--- src/rtl/mem_bus_arbiter.sv ---
// Arbiter sharing one single-port memory bus between fetch and data access.
// Data access wins ties; a hung slave is released after TIMEOUT bus cycles.
module mem_bus_arbiter #(
  parameter int TIMEOUT = 255,
  parameter int CNT_W   = 8
) (
  input  logic        clk,
  input  logic        rst,
  input  logic        if_req_i,
  input  logic [31:0] if_addr_i,
  output logic [31:0] if_data_o,
  output logic        if_ack_o,
  output logic        stallreq_if_o,
  input  logic        flush_i,
  input  logic        dm_req_i,
  input  logic        dm_we_i,
  input  logic [3:0]  dm_sel_i,
  input  logic [31:0] dm_addr_i,
  input  logic [31:0] dm_wdata_i,
  output logic [31:0] dm_rdata_o,
  output logic        dm_ack_o,
  output logic        stallreq_dm_o,
  output logic        bus_cyc_o,
  output logic        bus_stb_o,
  output logic        bus_we_o,
  output logic [3:0]  bus_sel_o,
  output logic [31:0] bus_addr_o,
  output logic [31:0] bus_wdata_o,
  input  logic [31:0] bus_rdata_i,
  input  logic        bus_ack_i,
  output logic        bus_err_o
);

  typedef enum logic [2:0] {
    IDLE,
    DM_BUS,
    IF_BUS,
    DM_DONE,
    IF_DONE
  } state_e;

  localparam logic [CNT_W-1:0] CNT_LAST = CNT_W'(TIMEOUT - 1);

  state_e            state_q, state_d;
  logic [CNT_W-1:0]  cnt_q, cnt_d;
  logic              cyc_q, cyc_d;
  logic              we_q, we_d;
  logic [3:0]        sel_q, sel_d;
  logic [31:0]       addr_q, addr_d;
  logic [31:0]       wdata_q, wdata_d;
  logic [31:0]       if_data_q, if_data_d;
  logic [31:0]       dm_rdata_q, dm_rdata_d;
  logic              if_ack_q, if_ack_d;
  logic              dm_ack_q, dm_ack_d;
  logic              err_q, err_d;
  logic              timeout;
  logic [31:0]       cap_data;

  assign timeout  = (cnt_q == CNT_LAST);
  // A timed-out access completes with zero data.
  assign cap_data = bus_ack_i ? bus_rdata_i : 32'h0;

  always_comb begin
    state_d    = state_q;
    cnt_d      = cnt_q;
    cyc_d      = cyc_q;
    we_d       = we_q;
    sel_d      = sel_q;
    addr_d     = addr_q;
    wdata_d    = wdata_q;
    if_data_d  = if_data_q;
    dm_rdata_d = dm_rdata_q;
    if_ack_d   = 1'b0;
    dm_ack_d   = 1'b0;
    err_d      = 1'b0;
    unique case (state_q)
      IDLE: begin
        if (dm_req_i) begin
          state_d = DM_BUS;
          cnt_d   = '0;
          cyc_d   = 1'b1;
          we_d    = dm_we_i;
          sel_d   = dm_sel_i;
          addr_d  = dm_addr_i;
          wdata_d = dm_wdata_i;
        end else if (if_req_i && !flush_i) begin
          state_d = IF_BUS;
          cnt_d   = '0;
          cyc_d   = 1'b1;
          we_d    = 1'b0;
          sel_d   = 4'hF;
          addr_d  = if_addr_i;
          wdata_d = 32'h0;
        end
      end
      DM_BUS: begin
        cnt_d = cnt_q + 1'b1;
        if (bus_ack_i || timeout) begin
          state_d  = DM_DONE;
          cyc_d    = 1'b0;
          we_d     = 1'b0;
          dm_ack_d = 1'b1;
          err_d    = !bus_ack_i;
          if (!we_q) dm_rdata_d = cap_data;
        end
      end
      IF_BUS: begin
        cnt_d = cnt_q + 1'b1;
        // Flush outranks a same-cycle slave ack.
        if (flush_i) begin
          state_d = IDLE;
          cyc_d   = 1'b0;
          we_d    = 1'b0;
        end else if (bus_ack_i || timeout) begin
          state_d   = IF_DONE;
          cyc_d     = 1'b0;
          we_d      = 1'b0;
          if_ack_d  = 1'b1;
          err_d     = !bus_ack_i;
          if_data_d = cap_data;
        end
      end
      DM_DONE: state_d = IDLE;
      IF_DONE: state_d = IDLE;
      default: state_d = IDLE;
    endcase
  end

  always_ff @(posedge clk) begin
    if (rst) begin
      state_q    <= IDLE;
      cnt_q      <= '0;
      cyc_q      <= 1'b0;
      we_q       <= 1'b0;
      sel_q      <= 4'h0;
      addr_q     <= 32'h0;
      wdata_q    <= 32'h0;
      if_data_q  <= 32'h0;
      dm_rdata_q <= 32'h0;
      if_ack_q   <= 1'b0;
      dm_ack_q   <= 1'b0;
      err_q      <= 1'b0;
    end else begin
      state_q    <= state_d;
      cnt_q      <= cnt_d;
      cyc_q      <= cyc_d;
      we_q       <= we_d;
      sel_q      <= sel_d;
      addr_q     <= addr_d;
      wdata_q    <= wdata_d;
      if_data_q  <= if_data_d;
      dm_rdata_q <= dm_rdata_d;
      if_ack_q   <= if_ack_d;
      dm_ack_q   <= dm_ack_d;
      err_q      <= err_d;
    end
  end

  assign if_data_o     = if_data_q;
  assign if_ack_o      = if_ack_q;
  assign dm_rdata_o    = dm_rdata_q;
  assign dm_ack_o      = dm_ack_q;
  assign bus_cyc_o     = cyc_q;
  assign bus_stb_o     = cyc_q;
  assign bus_we_o      = we_q;
  assign bus_sel_o     = sel_q;
  assign bus_addr_o    = addr_q;
  assign bus_wdata_o   = wdata_q;
  assign bus_err_o     = err_q;
  assign stallreq_if_o = if_req_i & ~if_ack_q;
  assign stallreq_dm_o = dm_req_i & ~dm_ack_q;

endmodule

--- config.mk ---
export PLATFORM = sky130hd
export DESIGN_NAME = mem_bus_arbiter
export DESIGN_NICKNAME = d
export VERILOG_FILES = /design/src/rtl/mem_bus_arbiter.sv
export SDC_FILE = /design/constraint.sdc
export NUM_CORES = 1
export LEC_CHECK = 0
export BUFFER_PORTS_ARGS = -buffer_cell sky130_fd_sc_hd__buf_2
export CORE_ASPECT_RATIO = 1.25
export CORE_UTILIZATION = 45
export CTS_CLUSTER_DIAMETER = 40
export CTS_CLUSTER_SIZE = 30
export DETAILED_ROUTE_END_ITERATION = 7
export PLACE_DENSITY = 0.76
export SYNTH_ARGS = -nofsm -noshare
export SYNTH_HDL_FRONTEND = slang
export SYNTH_SLANG_ARGS = --single-unit
--- constraint.sdc ---
create_clock -name clk -period 1.7 [get_ports clk]
set_input_delay 0.255 -clock clk [delete_from_list [all_inputs] [get_ports clk]]
set_output_delay 0.255 -clock clk [all_outputs]
set_load 0.01 [all_outputs]
==> results.cfg, run 1 <==
[synth]
synthTopCellsByArea = dfxtp_1 (54%), a32o_1 (12%), mux2i_1 (6.0%)
synth-simple-area-share_pct = 8.85
synth_top_cell_by_area = dfxtp_1
ys_ff_latch = 148
synth.avg_cell_area_um2 = 11.2
ys_seq_area_share_pct = 53.6
synth-xor-area-share_pct = 0.475
synth_edf_count = 0
synthArstFlopShare_pct = 0
synth_nets = 634
synth_mux_area_share_pct = 5.97
synthMostInstantiatedCell = dfxtp_1
ys_types = 50
synth_cells = 493
synth_top_family_by_area = compound AO/OA/AOI/OAI gates
synth_compound_area_share_pct = 24.8
synth_area_mm2 = 0.00553
synth_adder_area_share_pct = 0.453
synth_top_area_share_pct = 53.6
yosys-top-cells-count = dfxtp_1 (148), a32o_1 (65), nor2_1 (57)
synthFlopType = dfxtp_1
yosys_warnings = 0

[worst_hold_path]
hold_class = in -> reg

[placed_design]
finalWeightedCongestion = 0.861
io_buffers = 278
dpl_cell_area_mm2 = 0.00701
dpl.hpwl_um = 11500
post-place-ws_ps = -53.9
dp_cells = 902

[setup_path]
crit_arrival_ps = 1920
crit_chain = buf_4, a21oi_4, o21ai_4, or4_1, a21oi_1
r2r_setup_slack_ps = 110
r2r-end = cnt_q[5]
cp_data_required_time_ps = 2030
slowest_delay_ps = 480
critPathKind = reg -> reg
cp_slowest_cell = or4_1
crit_fanout = 10
rr_worst_depth = 5
startpoint_type = flop
r2r_start = state_q[2]
crit_end = cnt_q[5]
crit_start = state_q[2]
crit_path_end_kind = flop

[timing]
slew_headroom_pct = 50.0
grt_setup_unrepaired = false
tightest_slew_ps = 749
finClkSkew_ps = 6.56
setup-tns-final_ps = 0
max_freq_mhz = 628
finalSetupViolations = 0
setup_ws_ps = 107
period_share_pct = 93.7
holdWs_ps = 58.9
fin_crit_ps = 1590
hold_viol_final = 0
slew_viol_final = 0

[power]
p_int_mw = 6.23
p_switching_mw = 2.34
swShare_pct = 27.3
combinationalPowerShare_pct = 15.1
power_frac_seq_pct = 44.7
power_density_mw_per_mm2 = 1120
power_mw = 8.57
p_clk_share_pct = 40.2
vdd_drop_max_mv = 0.637
p_leak_nw = 3.59

[finish]
finalInstanceArea_mm2 = 0.00762
multi_input_area_mm2 = 0.00226
regArea_mm2 = 0.00297
fill_cells = 993
final_cells = 939
layout.nets = 904
synthToLayoutAreaGrowth_pct = 37.8
fin_util_pct = 64.7
layout-drive-gt1-share_pct = 45.1

[grt]
grt_pass1_vias = 5077
grt_max_degree = 65
grt_pass1_wl_um = 24200
overflow = 0
antenna_found_initial = 2
grtUsageTotal_pct = 24.2

[run]
maxCapViolCount = 0

[detailed_routing]
wirelength_um = 15700
drtIter0Drc = 218
drcViolationCount = 0
via_per_inst = 5.45
first_pass_iters = 5
vias = 5120
detail-route-antenna-nets = 0
routedWlPerCell_um = 16.7

[floorplan]
die_h_um = 126
die_area_mm2 = 0.0127
core_area_mm2 = 0.0118
placementRows = 44
pin_count = 279
die_w_um = 101
start_util_pct = 46.9

[clock_network]
htreeDepth = 4
clockBufferDepth = 2
clk_pin_slew_ps = 60
worstSkewPairLatency_ps = 400
root_buffer = clkbuf_16
cts_tree = yes
cts.sinks = 148
cts_made_buffers = 17
hold_buffers = 0

[run_status]
status = completed
[critical path: cells and delay by family (launching register included)]
family                 cells  cell delay (ps)
and+or+nand+nor            1              480
AOI/OAI and AO/OA          3              440
DFF                        1              390
buffers and inverters      1              190
[cells in the final DEF (no fill, tap or decap), drive strengths merged, types with 2 or more instances in the layout]
cell type / count
buf: 301
clkbuf: 18
nand2: 8
o22ai: 4
mux2i: 33
xor2: 2
dfxtp: 148
o21ai: 4
or4: 2
a211oi: 32
a32o: 65
clkinv: 3
or3: 3
diode: 2
nor2: 59
nor4b: 3
a21oi: 8
o31ai: 3
o21bai: 3
ha: 2
nor2b: 5
a22o: 16
inv: 10
and2: 6
clkinvlp: 4
nand3: 4
a22oi: 16
nor3: 3
o21a: 2
[power groups by stage]
stage,clock network (mW),registers [mW],logic (mW)
2_1_floorplan,0,3.99,0.661
3_3_place_gp,0,3.89,1.23
3_5_place_dp,0,3.91,1.27
4_1_cts,3.52,3.83,1.27
5_1_grt,3.68,3.85,1.42
6_report,3.45,3.83,1.29
[sequential cells by signal (all words and copies together) (netlist names)]
name,cells
bus_err_o,1
dm_rdata_o,32
bus_cyc_o,1
if_data_o,32
bus_wdata_o,32
state_q,3
if_ack_o,1
bus_sel_o,4
cnt_q,8
bus_addr_o,32
dm_ack_o,1
bus_we_o,1
[timing repair]
action | 4_1_cts | 5_1_grt
setup buffers | 0 | 3
pin swaps | 0 | 2
resized for setup | 1 | 7
setup endpoints to repair | 14 | 109
[cell type report]
cell class | count | share of cell area (%)
flip-flops and latches | 148 | 38.9
clock buffers | 18 | 5.76
diodes | 2 | 0.0657
multi-input cells | 292 | 29.7
inverters | 3 | 0.148
well taps | 161 | 2.64
repair buffers | 301 | 21.3
clock inverters | 14 | 1.53
[worst min-delay path by stage]
stage,slack [ps],end,depth (start not counted),startpoint
after floorplan,380,bus_wdata_o[22],1,dm_wdata_i[22]
after global placement,440,if_data_o[19],1,if_data_o[19]
after detailed placement,450,if_data_o[30],1,if_data_o[30]
after CTS,40,bus_wdata_o[30],2,dm_wdata_i[30]
after global routing,40,bus_wdata_o[30],2,dm_wdata_i[30]
final,60,bus_wdata_o[30],2,dm_wdata_i[30]
[metal layers]
| metal | share of wire, % | GRT usage (%) | up-vias |
|---|---|---|---|
| li1 | - | - | 2425 |
| met5 | 0 | 0 | - |
| met3 | 7.9 | 7.38 | 20 |
| met1 | 38 | 26.4 | 2458 |
| met4 | 1.8 | 7.93 | 0 |
| met2 | 53 | 43.9 | 217 |
[cell families after synthesis]
family          after synthesis
simple gates                 97
flops                       148
mux                          33
buf+inv                      53
xor+xnor                      3
compound gates              157
fa+ha+maj                     2
(Power assumes the default switching activity.)
==> inputs of run 2 (changes only) <==
CELL_PAD_IN_SITES_DETAIL_PLACEMENT = 0   (was default)
CELL_PAD_IN_SITES_GLOBAL_PLACEMENT = 2   (was default)
CORE_MARGIN = 4   (was default)
CORE_UTILIZATION = 28   (was 45)
CTS_BUF_LIST = sky130_fd_sc_hd__clkbuf_4   (was default)
PLACE_DENSITY = 0.8   (was 0.76)
==> run 2 against run 1 <==
Combinational power rose by 15%. Global-route usage decreased by 8.2 points. Design area up 10%. Setup slack lost 23 ps. Hold slack improved by 20 ps. Die area grew 73%. Count of clock-buffer cells in the layout decreased by 1. Sequential power hardly changed. Utilization decreased by 21 points. Critical endpoint is now cnt_q[6]. Largest power group unchanged. Highest routed layer is now met5.
==> results.cfg, run 2 (same netlist as run 1, synthesis figures left out) <==
[placed_design]
dp_cells = 1007
post-place-ws_ps = -156
io_buffers = 278
dpl.hpwl_um = 12800
finalWeightedCongestion = 0.793

[detailed_routing]
via_per_inst = 4.80
wirelength_um = 18300
drcViolationCount = 0
detail-route-antenna-nets = 0
first_pass_iters = 4
drtIter0Drc = 218
vias = 5414
routedWlPerCell_um = 16.2

[floorplan]
die_area_mm2 = 0.0221
placementRows = 57
die_w_um = 134
start_util_pct = 28.5
die_h_um = 165
core_area_mm2 = 0.0194
pin_count = 279

[worst_hold_path]
min_path_cells = 2
min_to = state_q[0]
hold_class = in -> reg
hp-start = dm_req_i

[grt]
grt_max_degree = 65
grt_pass1_vias = 5553
use_met3_pct = 5.48
grt_pass1_wl_um = 28200
overflow = 0
antenna_found_initial = 2
met1_usage_pct = 17.2
grtUsageTotal_pct = 16.0
gr-usage-met2_pct = 28.8
grt_busiest_layer = met2

[timing]
max_freq_mhz = 619
grt_setup_unrepaired = false
slew_headroom_pct = 47.2
fin_crit_ps = 1620
hold_viol_final = 0
finClkSkew_ps = 17.7
tightest_slew_ps = 792
period_share_pct = 95.1
slew_viol_final = 0
setup_ws_ps = 83.7
finalSetupViolations = 0

[clock_network]
cts_made_buffers = 17
clockBufferDepth = 2
cts.sinks = 148
cts_tree = yes
root_buffer = clkbuf_4
worstSkewPairLatency_ps = 540
clk_pin_slew_ps = 130
htreeDepth = 4

[setup_path]
crit_fanout = 10
rr_worst_depth = 6
slowest_delay_ps = 400
cp_data_required_time_ps = 2100
r2r-end = cnt_q[6]
crit_start = state_q[1]
cp_slowest_cell = dfxtp_2
crit_chain = buf_4, a21oi_4, o21ai_4, buf_4, o31ai_1, a21oi_1
crit_top_cell = buf_4
crit_path_end_kind = flop
critical_path.top_delay_family = compound AO/OA/AOI/OAI gates
path_buf_inv = 2
crit_arrival_ps = 2020
startpoint_type = flop
r2r_start = state_q[1]
r2r_setup_slack_ps = 80
crit_cells = 6
critPathKind = reg -> reg

[power]
vdd_drop_max_mv = 0.397
power_density_mw_per_mm2 = 908
power_mw = 7.61
p_leak_nw = 3.86

[finish]
layout-drive-gt1-share_pct = 40.4
synthToLayoutAreaGrowth_pct = 51.7
layout.nets = 991
final_cell_mix = buf_2 (278), dfxtp_1 (146), dlygate4sd3_1 (88)
final_common_cell = buf_2
fill_cells = 1891
final_cells = 1128

[run]
maxCapViolCount = 0

[run_status]
status = completed
run 2: cell count changes in the layout (fill, tap and decap cells not counted), sizes merged:
cell         change
bufinv           +2
buf              -1
clkinvlp         -2
diode            -1
clkbuf           -1
dlygate4sd3     +88
run 2: power by group:
| part | internal, mW | switching (mW) |
|---|---|---|
| sequential | 3.70 | 0.139 |
| combinational | 0.727 | 0.756 |
| clock | 0.909 | 1.39 |
| total | 5.33 | 2.28 |
run 2: cell type report:
class                      instances  area, µm²  share of cell area, %
sequential                       148       2970                   35.3
antenna                            1       2.50                 0.0298
multi-input combinational        292       2260                   27.0
inverter                           3       11.3                  0.134
tap                              265        332                   3.95
clock inverter                    14        165                   1.97
timing repair buffer             388       2520                   30.1
clock buffer                      17        128                   1.52
run 2: repair_timing:
item,CTS,global route
endpoints found under the setup margin,5,99
pin swaps,0,1
setup buffers,0,1
endpoints found under the hold margin,112,0
resized for setup,2,4
hold buffers,88,0
run 2: how the worst max path moves through the flow:
stage                                 to  slack [ps]
final                           cnt_q[6]          80
after global routing            cnt_q[6]          20
after CTS                       cnt_q[6]          20
after detailed placement        cnt_q[6]        -160
after global placement          cnt_q[6]         -30
after floorplan           dm_rdata_o[10]         220
run 2: metal layers:
metal / vias up / part of all wire (%) / wire, µm
li1: 2602 / - / -
met4: 2 / 2.2 / 395
met1: 2572 / 39 / 7150
met5: - / 0.071 / 13
met3: 28 / 7.7 / 1400
met2: 210 / 51 / 9310
run 2: metrics by stage:
stage	hold slack (ps)	TNS (ps)	util, %	cell area, µm²
final	79.0	0	43.2	8390
after global routing	17.3	0	43.2	8390
after CTS	3.64	0	43.1	8360
after detailed placement	450	-545	37.0	7180
after global placement	442	-74.9	37.0	7180
after floorplan	381	0	-	5530
